--- src/rtl/fp_result_pack.sv ---
// rtl/fp_result_pack.sv - FP32 add/sub result packer with flags and skid FIFO (optional sticky flags: FP_PACK_STICKY_EN)
module fp_result_pack #(
    parameter int          DEPTH     = 2,
    parameter logic [22:0] QNAN_FRAC = 23'h400000
) (
    input  logic        i_clk,
    input  logic        i_rst,
    input  logic        i_in_valid,
    output logic        o_in_ready,
    input  logic [1:0]  i_sel_sign,
    input  logic [1:0]  i_sel_exp,
    input  logic [1:0]  i_sel_man,
    input  logic        i_sign_norm,
    input  logic [7:0]  i_exp_norm,
    input  logic [22:0] i_man_norm,
    input  logic        i_overflow,
    output logic        o_out_valid,
    input  logic        i_out_ready,
    output logic [31:0] o_result,
    output logic        o_flag_invalid,
    output logic        o_flag_overflow,
    output logic        o_flag_zero,
    input  logic        i_sticky_clr,
    output logic [2:0]  o_sticky
);

    localparam int PW = $clog2(DEPTH);
    localparam int CW = $clog2(DEPTH + 1);
    localparam logic [1:0] SEL_NORM = 2'b00;
    localparam logic [1:0] SEL_ZERO = 2'b01;
    localparam logic [1:0] SEL_ONE  = 2'b10;
    localparam logic [1:0] SEL_RSVD = 2'b11;

    logic        pk_sign;
    logic [7:0]  pk_exp;
    logic [22:0] pk_frac;
    logic [31:0] pk_word;
    logic        pk_reserved;
    logic        pk_ovf;
    logic        pk_inv;
    logic        pk_zero;
    logic [35:0] pk_entry;

    always_comb begin
        pk_sign = 1'b0;
        pk_exp  = 8'h00;
        pk_frac = 23'h0;
        case (i_sel_sign)
            SEL_NORM: pk_sign = i_sign_norm;
            SEL_ONE:  pk_sign = 1'b1;
            default:  pk_sign = 1'b0;
        endcase
        case (i_sel_exp)
            SEL_NORM: pk_exp = i_exp_norm;
            SEL_ONE:  pk_exp = 8'hFF;
            default:  pk_exp = 8'h00;
        endcase
        case (i_sel_man)
            SEL_NORM: pk_frac = i_man_norm;
            SEL_ONE:  pk_frac = QNAN_FRAC;
            default:  pk_frac = 23'h0;
        endcase

        // Reserved select beats the overflow override
        pk_reserved = (i_sel_sign == SEL_RSVD) || (i_sel_exp == SEL_RSVD) || (i_sel_man == SEL_RSVD);
        pk_ovf      = i_overflow && (i_sel_exp == SEL_NORM) && !pk_reserved;
        if (pk_reserved)
            pk_word = 32'h7FC00000;
        else if (pk_ovf)
            pk_word = {pk_sign, 8'hFF, 23'h0};
        else
            pk_word = {pk_sign, pk_exp, pk_frac};

        pk_inv   = (pk_word[30:23] == 8'hFF) && (pk_word[22:0] != 23'h0);
        pk_zero  = (pk_word[30:23] == 8'h00) && (pk_word[22:0] == 23'h0);
        pk_entry = {pk_reserved, pk_ovf, pk_inv, pk_zero, pk_word};
    end

    logic [35:0]   mem [DEPTH];
    logic [PW-1:0] wr_ptr;
    logic [PW-1:0] rd_ptr;
    logic [CW-1:0] count;
    logic          push;
    logic          pop;
    logic [35:0]   head;

    assign o_in_ready  = (count != CW'(DEPTH));
    assign o_out_valid = (count != '0);
    assign push        = i_in_valid && o_in_ready;
    assign pop         = o_out_valid && i_out_ready;

    always_ff @(posedge i_clk) begin
        if (i_rst) begin
            wr_ptr <= '0;
            rd_ptr <= '0;
            count  <= '0;
        end else begin
            if (push)
                wr_ptr <= wr_ptr + PW'(1);
            if (pop)
                rd_ptr <= rd_ptr + PW'(1);
            case ({push, pop})
                2'b10:   count <= count + CW'(1);
                2'b01:   count <= count - CW'(1);
                default: count <= count;
            endcase
        end
    end

    always_ff @(posedge i_clk) begin
        if (push)
            mem[wr_ptr] <= pk_entry;
    end

    // Gating by valid keeps stale storage invisible after reset
    assign head            = o_out_valid ? mem[rd_ptr] : 36'h0;
    assign o_result        = head[31:0];
    assign o_flag_zero     = head[32];
    assign o_flag_invalid  = head[33];
    assign o_flag_overflow = head[34];

`ifdef FP_PACK_STICKY_EN
    logic [2:0] sticky;

    always_ff @(posedge i_clk) begin
        if (i_rst)
            sticky <= 3'b0;
        else
            sticky <= (i_sticky_clr ? 3'b0 : sticky) | (pop ? {head[33], head[34], head[35]} : 3'b0);
    end

    assign o_sticky = sticky;
`else
    logic unused_sticky_clr;

    assign unused_sticky_clr = i_sticky_clr;
    assign o_sticky          = 3'b0;
`endif

endmodule

--- config.mk ---
export PLATFORM = sky130hd
export DESIGN_NAME = fp_result_pack
export DESIGN_NICKNAME = d
export VERILOG_FILES = /design/src/rtl/fp_result_pack.sv
export SDC_FILE = /design/constraint.sdc
export NUM_CORES = 1
export LEC_CHECK = 0
export CAP_MARGIN = 20
export CORE_MARGIN = 1
export CORE_UTILIZATION = 45
export CTS_BUF_LIST = sky130_fd_sc_hd__clkbuf_4 sky130_fd_sc_hd__clkbuf_8
export DETAILED_ROUTE_END_ITERATION = 12
export GPL_TIMING_DRIVEN = 0
export PLACE_DENSITY = 0.77
export SLEW_MARGIN = 20
export SYNTH_ARGS = -nofsm -noshare
export SYNTH_HDL_FRONTEND = slang
export SYNTH_SLANG_ARGS = --single-unit
--- constraint.sdc ---
create_clock -name i_clk -period 2.65 [get_ports i_clk]
set_input_delay 0.3975 -clock i_clk [delete_from_list [all_inputs] [get_ports i_clk]]
set_output_delay 0.3975 -clock i_clk [all_outputs]
set_load 0.02 [all_outputs]
==> metrics.md, run 1 <==
| Metric | Value |
|---|---|
| Async SR Flop Fraction | 0% |
| Ant. Diodes | 0 |
| Worst setup SP type | register |
| R2R cell count | 6 |
| Syn Std Cell Area | 3290 µm² |
| WP buf/inv | 2 |
| Vias in the first global route | 2232 |
| Seq cells post-synth | between 70 and 80 |
| Crit-path max FO | 10 |
| CP arrival | between 2 and 2.5 ns |
| Worst Setup EP | o_result[16] |
| H-Tree Depth | 3 |
| Final total power | ~4.7 mW |
| Critical path's top delay family | buffers and inverters |
| Num rows | 30 |
| Die area | around 7700 µm² |
| Met3 wire len | around 300 µm |
| Die Span X | about 87 µm |
| Hold-fix buffers at CTS | 0 |
| Final ANT Viol Nets | 0 |
| Crit Path Category | register to output pin |
| Placed Instances | 426 |
| Met1 wire length | ~2700 µm |
| Vert. Die Dim | roughly 87 µm |
| Top Layer Used | met4 |
| Setup Skew | 0.00807 ns |
| Unrepaired setup endpoints after global routing | false |
| Most used flip-flop cell after synthesis | edfxtp_1 |
| Rel. slew slack | between 50% and 60% |
| Leakage | about 1.6 nW |
| Critical R2R Launch | count[0] |
| Dpl cell area | 4270 µm² |
| Setup crit end kind | output pin |
| Crit path required time | ~2.3 ns |
| Routed wl met2 | 3420 µm |
| HPWL after detailed placement | about 4700 µm |
| Area delta synth->final | 38.2% |
| Critical-path cell with the highest stage delay | clkdlybuf4s50_1 |
| Levels on crit path | 4 |
| Routed vias/inst | 4.95 |
| DR pass1 iterations | 4 |
| Seq/Total Area, Yosys | approximately two thirds |
| Clock Pin Slew Worst Setup and Hold Paths | ~0.070 ns |
| Hold Path Class | register to register |
| Number of remaining DRC errors | 0 |
| Non-filler cells, final | about 440 |
| Final WL | 6570 µm |
| CP Cell Sequence | buf_2 -> mux2i_1 -> nor2_1 -> clkdlybuf4s50_1 |
| Final Hold Vio Count | 0 |
| Status | finished clean |
| IO buf count | 79 |
| Worst skew pair latency | between 0.3 and 0.4 ns |
| Mapped Cells | ~250 |
| PD cells | between 1000 and 1500 nW/µm² |
| Final Cycle Share | 92.2% |
| Initial antenna violation count | 0 |
| Hold Crit Depth | 2 |
| GRT overflow | 0 |
| First-pass GRT wire length | around 10000 µm |
| Max Slew Vio Count | 0 |
| Core area | 6940 µm² |
| Initial DRC count | 88 |
| Setup slack, reg-to-reg | approximately 0.8 ns |
| Gpl congestion | 0.858 |
| Share of layout cells above drive strength 1 | between 10 and 15% |
| All-Layer GR Usage | 18.6% |
| Critical R2R Capture | count[1] |
| Crit path time final | between 2 and 2.5 ns |
| Crit-path max cell delay | between 0.6 and 0.7 ns |
| Setup-failing EPs final | 0 |
| Total number of vias | 2182 |
| Largest net degree at the start of global routing | 22 |
| Post-synthesis cell type count | 36 |
| Synthesized area per cell | around 13 µm² |
| Clock Path Buffers | 2 |
| FMAX | 409 MHz |
| Fin nets | 385 |
| Clock buffer count from CTS | 9 |
| I/O pin count | 84 |
| WL/cell | about 15 µm |
| Max Cap Viol | 0 |
| Design area | around 4500 µm² |
| Starting Density | 47.4% |
| Syn. warnings | 0 |
| CTS tree | built |
| Worst slew pin tran | around 0.6 ns |
| Worst VDD drop | slightly above 0.4 mV |
| Root Driver | clkbuf_8 |
| CTS Sinks | 75 |
| Post-synth EDFFs | 70 |
[Yosys cell counts, drive strengths merged (3+ instances only)]
master	instances	share of area, %
mux2i	35	11
and2	22	4.2
nor2	45	5.1
clkbuf	8	0.91
dfxtp	5	3.0
o21ai	10	1.5
nand2b	3	0.57
nand4	3	0.76
nor4	5	1.1
edfxtp	70	64
nor3	4	0.61
buf	6	1.1
inv	8	0.91
[kinds of logic (layout without fill, tap and decap cells)]
logic type / after synthesis / in the layout / share of synthesized area, %
simple gates: 92 / 92 / 14.4
flops: 75 / 75 / 67.0
mux: 35 / 35 / 10.7
buf+inv: 22 / 118 / 2.97
compound gates: 17 / 17 / 3.46
xor+xnor: 4 / 4 / 1.07
fa+ha+maj: 1 / 1 / 0.380
other cells: 1 / 3 / 0.114
[repair_timing]
item,in CTS,in global routing
hold endpoints to repair,0,0
pin swaps,0,0
gates resized for setup,1,7
endpoints found under the setup margin,30,22
buffers inserted,0,0
[stage by stage]
| stage | hold slack (ns) | utilization (%) | setup slack [ns] | TNS (ns) |
|---|---|---|---|---|
| 3_5_place_dp | 0.504 | 61.5 | 0.154 | 0 |
| 3_3_place_gp | 0.482 | 60.6 | -0.151 | -5.20 |
| 6_report | 0.521 | 65.4 | 0.207 | 0 |
| 5_1_grt | 0.564 | 65.4 | 0.131 | 0 |
| 2_1_floorplan | 0.466 | - | 0.524 | 0 |
| 4_1_cts | 0.525 | 65.4 | 0.0470 | 0 |
[where the power goes]
group / total [mW] / switching (mW) / internal (mW)
Sequential: 1.61 / 0.0816 / 1.53
Combinational: 1.89 / 1.03 / 0.863
Clock: 1.16 / 0.423 / 0.735
Total: 4.66 / 1.53 / 3.13
[metal layers]
layer,track usage [%],up-vias
met4,8.49,0
met2,32.5,72
met3,4.17,14
li1,-,1078
met5,0,-
met1,21.6,1018
[tightest hold or removal path, stage by stage, from the launching register on]
cell,delay [ns]
dfxtp_1,0.34
o21ai_0,0.08
a21oi_1,0.06
[placed cells by master (no fill, tap or decap), drive strengths merged, types with 2 or more instances in the layout]
master         count
a221o              2
xor2               2
inv                8
clkinv             2
and2              22
buf                8
bufinv             4
nor3               4
o21ai             10
dfxtp              5
nor3b              2
conb               3
nand2              2
nand4              3
nor4               5
nor2              45
nand2b             3
xnor2              2
edfxtp            70
mux2i             35
clkdlybuf4s50     79
clkbuf            17
[how the worst min path moves through the flow]
stage	startpoint	endpoint	slack (ns)
global route	count[1]	count[1]	0.56
floorplan	count[1]	count[1]	0.47
global placement	count[1]	count[1]	0.48
detailed placement	count[1]	count[1]	0.50
finish	count[1]	count[1]	0.52
CTS	count[1]	count[1]	0.52
[sequential cells by signal, summed over array words and instances, names as in the netlist, named ones only]
| name | cells |
|---|---|
| count | 2 |
| rd_ptr | 1 |
| wr_ptr | 1 |
| mem | 70 |
[area by class of cell]
| class | count | area (µm²) |
|---|---|---|
| Buffer | 13 | 67.6 |
| Multi-Input combinational cell | 152 | 1010 |
| Sequential cell | 75 | 2200 |
| Clock buffer | 10 | 131 |
| Timing Repair Buffer | 81 | 846 |
| Fill cell | 518 | 2400 |
| Tap cell | 96 | 120 |
| Clock inverter | 6 | 138 |
| Inverter | 8 | 30.0 |
Power figures use the tool's default switching activity.
==> run 2, diff against run 1 <==
--- a/config.mk
+++ b/config.mk
@@ -5,7 +5,6 @@
 export SDC_FILE = /design/constraint.sdc
 export NUM_CORES = 1
 export LEC_CHECK = 0
-export CAP_MARGIN = 20
 export CORE_MARGIN = 1
 export CORE_UTILIZATION = 45
 export CTS_BUF_LIST = sky130_fd_sc_hd__clkbuf_4 sky130_fd_sc_hd__clkbuf_8
==> results of run 2 <==
No change in the layout: final DEF, timing and power equal those of run 1.
==> run 3, diff against run 2 <==
--- a/config.mk
+++ b/config.mk
@@ -5,12 +5,11 @@
 export SDC_FILE = /design/constraint.sdc
 export NUM_CORES = 1
 export LEC_CHECK = 0
-export CORE_MARGIN = 1
-export CORE_UTILIZATION = 45
+export CORE_UTILIZATION = 46
 export CTS_BUF_LIST = sky130_fd_sc_hd__clkbuf_4 sky130_fd_sc_hd__clkbuf_8
 export DETAILED_ROUTE_END_ITERATION = 12
 export GPL_TIMING_DRIVEN = 0
-export PLACE_DENSITY = 0.77
+export PLACE_DENSITY = 0.79
 export SLEW_MARGIN = 20
 export SYNTH_ARGS = -nofsm -noshare
 export SYNTH_HDL_FRONTEND = slang
==> run 3 against run 2 <==
  * Register-to-register slack lost 0.02 ns
  * Core utilization about the same
  * Total power fell by 6.2%
  * Sequential power hardly changed
  * Wire length is 1.6% lower
  * Via count is 1.2% higher
  * Cell count unchanged
  * Setup slack improved by 0.017 ns
  * Final area is 1.6% lower
  * Global-route usage fell by 0.060 points
  * Largest power group unchanged
==> metrics.md, run 3 (synthesized netlist as in run 1, its figures left out) <==
| Metric | Value |
|---|---|
| Dpl cell area | about 4300 µm² |
| Starting Density | approximately half |
| CTS tree | built |
| Setup-failing EPs final | 0 |
| Final Hold Vio Count | 0 |
| Ant. Diodes | 0 |
| Final WS setup | between 0.2 and 0.25 ns |
| I/O pin count | 84 |
| Design area | between 4000 and 5000 µm² |
| Fin nets | approximately 390 |
| Area delta synth->final | 36.0% |
| Max Slew Vio Count | 0 |
| Crit path time final | about 2.4 ns |
| Most flops, register | mem |
| R2R cell count | 6 |
| Largest registers | mem (70), count (2) |
| Final ANT Viol Nets | 0 |
| Worst slew pin tran | between 0.6 and 0.7 ns |
| Hold Path Class | register to register |
| Unrepaired setup endpoints after global routing | false |
| Final hold slack | ~0.51 ns |
| Non-filler cells, final | between 400 and 500 |
| Setup slack, reg-to-reg | about 0.78 ns |
| Share of layout cells above drive strength 1 | under 10% |
| Status | finished clean |
| Gpl congestion | approximately 0.84 |
| DR pass1 iterations | 5 |
| CTS Sinks | 75 |
| Routed vias/inst | 5.01 |
| Worst hold path startpoint | rd_ptr |
| Critical R2R Launch | count[1] |
| Vias in the first global route | ~2.2k |
| Clock buffer count from CTS | 9 |
| Total number of vias | between 2k and 2.5k |
| Clock Pin Slew Worst Setup and Hold Paths | around 0.070 ns |
| Critical R2R Capture | count[1] |
| Largest net degree at the start of global routing | 22 |
| Placed Instances | roughly 430 |
| Most common cell after layout, fill and taps aside | clkdlybuf4s50_1 |
| Largest register FFs | 70 |
| FMAX | between 400 and 500 MHz |
| Final WL | around 6500 µm |
| WL/cell | 14.7 µm |
| Worst skew pair latency | between 0.3 and 0.4 ns |
| Die Span X | about 87 µm |
| Crit path required time | 2.25 ns |
| Commonest non-fill, non-tap cells in the layout | clkdlybuf4s50_1, edfxtp_1, nor2_1 |
| HPWL after detailed placement | between 4000 and 5000 µm |
| Number of remaining DRC errors | 0 |
| Fillers | roughly 540 |
| Hold Crit Depth | 2 |
| Leakage | about 1.5 nW |
| Crit Path Category | register to output pin |
| Final total power | ~4.4 mW |
| Final Cycle Share | slightly above 90% |
| Setup crit end kind | output pin |
| Max Cap Viol | 0 |
| Root Driver | clkbuf_8 |
| Die area | between 7000 and 8000 µm² |
| Number of setup buffers added after CTS | 0 |
| DP Worst Slack | about 0.15 ns |
| Crit-path max FO | 10 |
| Rel. slew slack | a little under three fifths |
| First-pass GRT wire length | 10200 µm |
| Clock Path Buffers | 2 |
| Core area | approximately 6800 µm² |
| Num rows | 30 |
| Worst setup SP type | register |
| CP arrival | between 2 and 2.5 ns |
| Vert. Die Dim | just under 90 µm |
| IO buf count | between 70 and 80 |
| Worst VDD drop | 0.404 mV |
| GRT overflow | 0 |
| Initial antenna violation count | 0 |
| H-Tree Depth | 3 |
| All-Layer GR Usage | 18.5% |
| Setup Skew | roughly 0.012 ns |
| PD cells | 978 nW/µm² |
| Initial DRC count | 87 |
-- run 3: changes by cell type in the layout (fill, tap and decap cells not counted) --
| cell | change |
|---|---|
| inv_6 | +3 |
| clkinv_2 | +1 |
| clkinv_1 | +1 |
| clkinv_4 | -1 |
| bufinv_16 | -3 |
| clkbuf_4 | -1 |
-- run 3: where the power goes --
| part | internal, mW | leakage (nW) | switching, mW |
|---|---|---|---|
| Combinational | 0.863 | 0.752 | 1.03 |
| Clock | 0.441 | 0.102 | 0.435 |
| Sequential | 1.53 | 0.694 | 0.0797 |
-- run 3: worst max path at each step --
stage                  start  depth (start not counted)            to  slack (ns)
2_1_floorplan       count[0]                          3     mem[0][0]        0.52
3_3_place_gp      i_in_valid                          3    mem[0][19]       -0.15
3_5_place_dp   i_sel_sign[0]                          5    mem[0][33]        0.15
4_1_cts             register                          4  o_result[11]        0.03
5_1_grt             register                          4  o_result[17]        0.11
6_report            register                          4  o_result[11]        0.22
-- run 3: final cells by class --
| cell class | count | area, µm² | share of cell area [%] |
|---|---|---|---|
| clock inverters | 7 | 73.8 | 1.65 |
| flip-flops and latches | 75 | 2200 | 49.3 |
| well taps | 96 | 120 | 2.69 |
| clock buffers | 9 | 124 | 2.77 |
| repair buffers | 81 | 846 | 18.9 |
| multi-input cells | 152 | 1010 | 22.5 |
| inverters | 8 | 30.0 | 0.672 |
| plain buffers | 13 | 67.6 | 1.51 |
-- run 3: repair_timing --
action                     4_1_cts  5_1_grt
gates cloned                     0        0
gates resized for setup          1        7
setup endpoints to repair       30       25
hold buffers                     0        0
-- run 3: metrics by stage --
stage / TNS, ns / utilization (%)
6_report: 0 / 65.5
5_1_grt: 0 / 65.5
4_1_cts: 0 / 65.4
3_5_place_dp: 0 / 62.5
3_3_place_gp: -5.07 / 61.6
2_1_floorplan: 0 / -
-- run 3: per-layer routing --
layer,vias up,routed length [µm],track usage (%)
met2,66,3340,32.0
met1,1042,2690,21.8
met4,0,165,9.70
met5,-,0,0
li1,1085,-,-
met3,15,262,3.90
-- run 3: worst max-delay path, cell delays in order (launching register included) --
cell	delay (ns)
dfxtp_2	0.46
buf_2	0.35
mux2i_1	0.13
nor2_1	0.13
clkdlybuf4s50_1	0.62
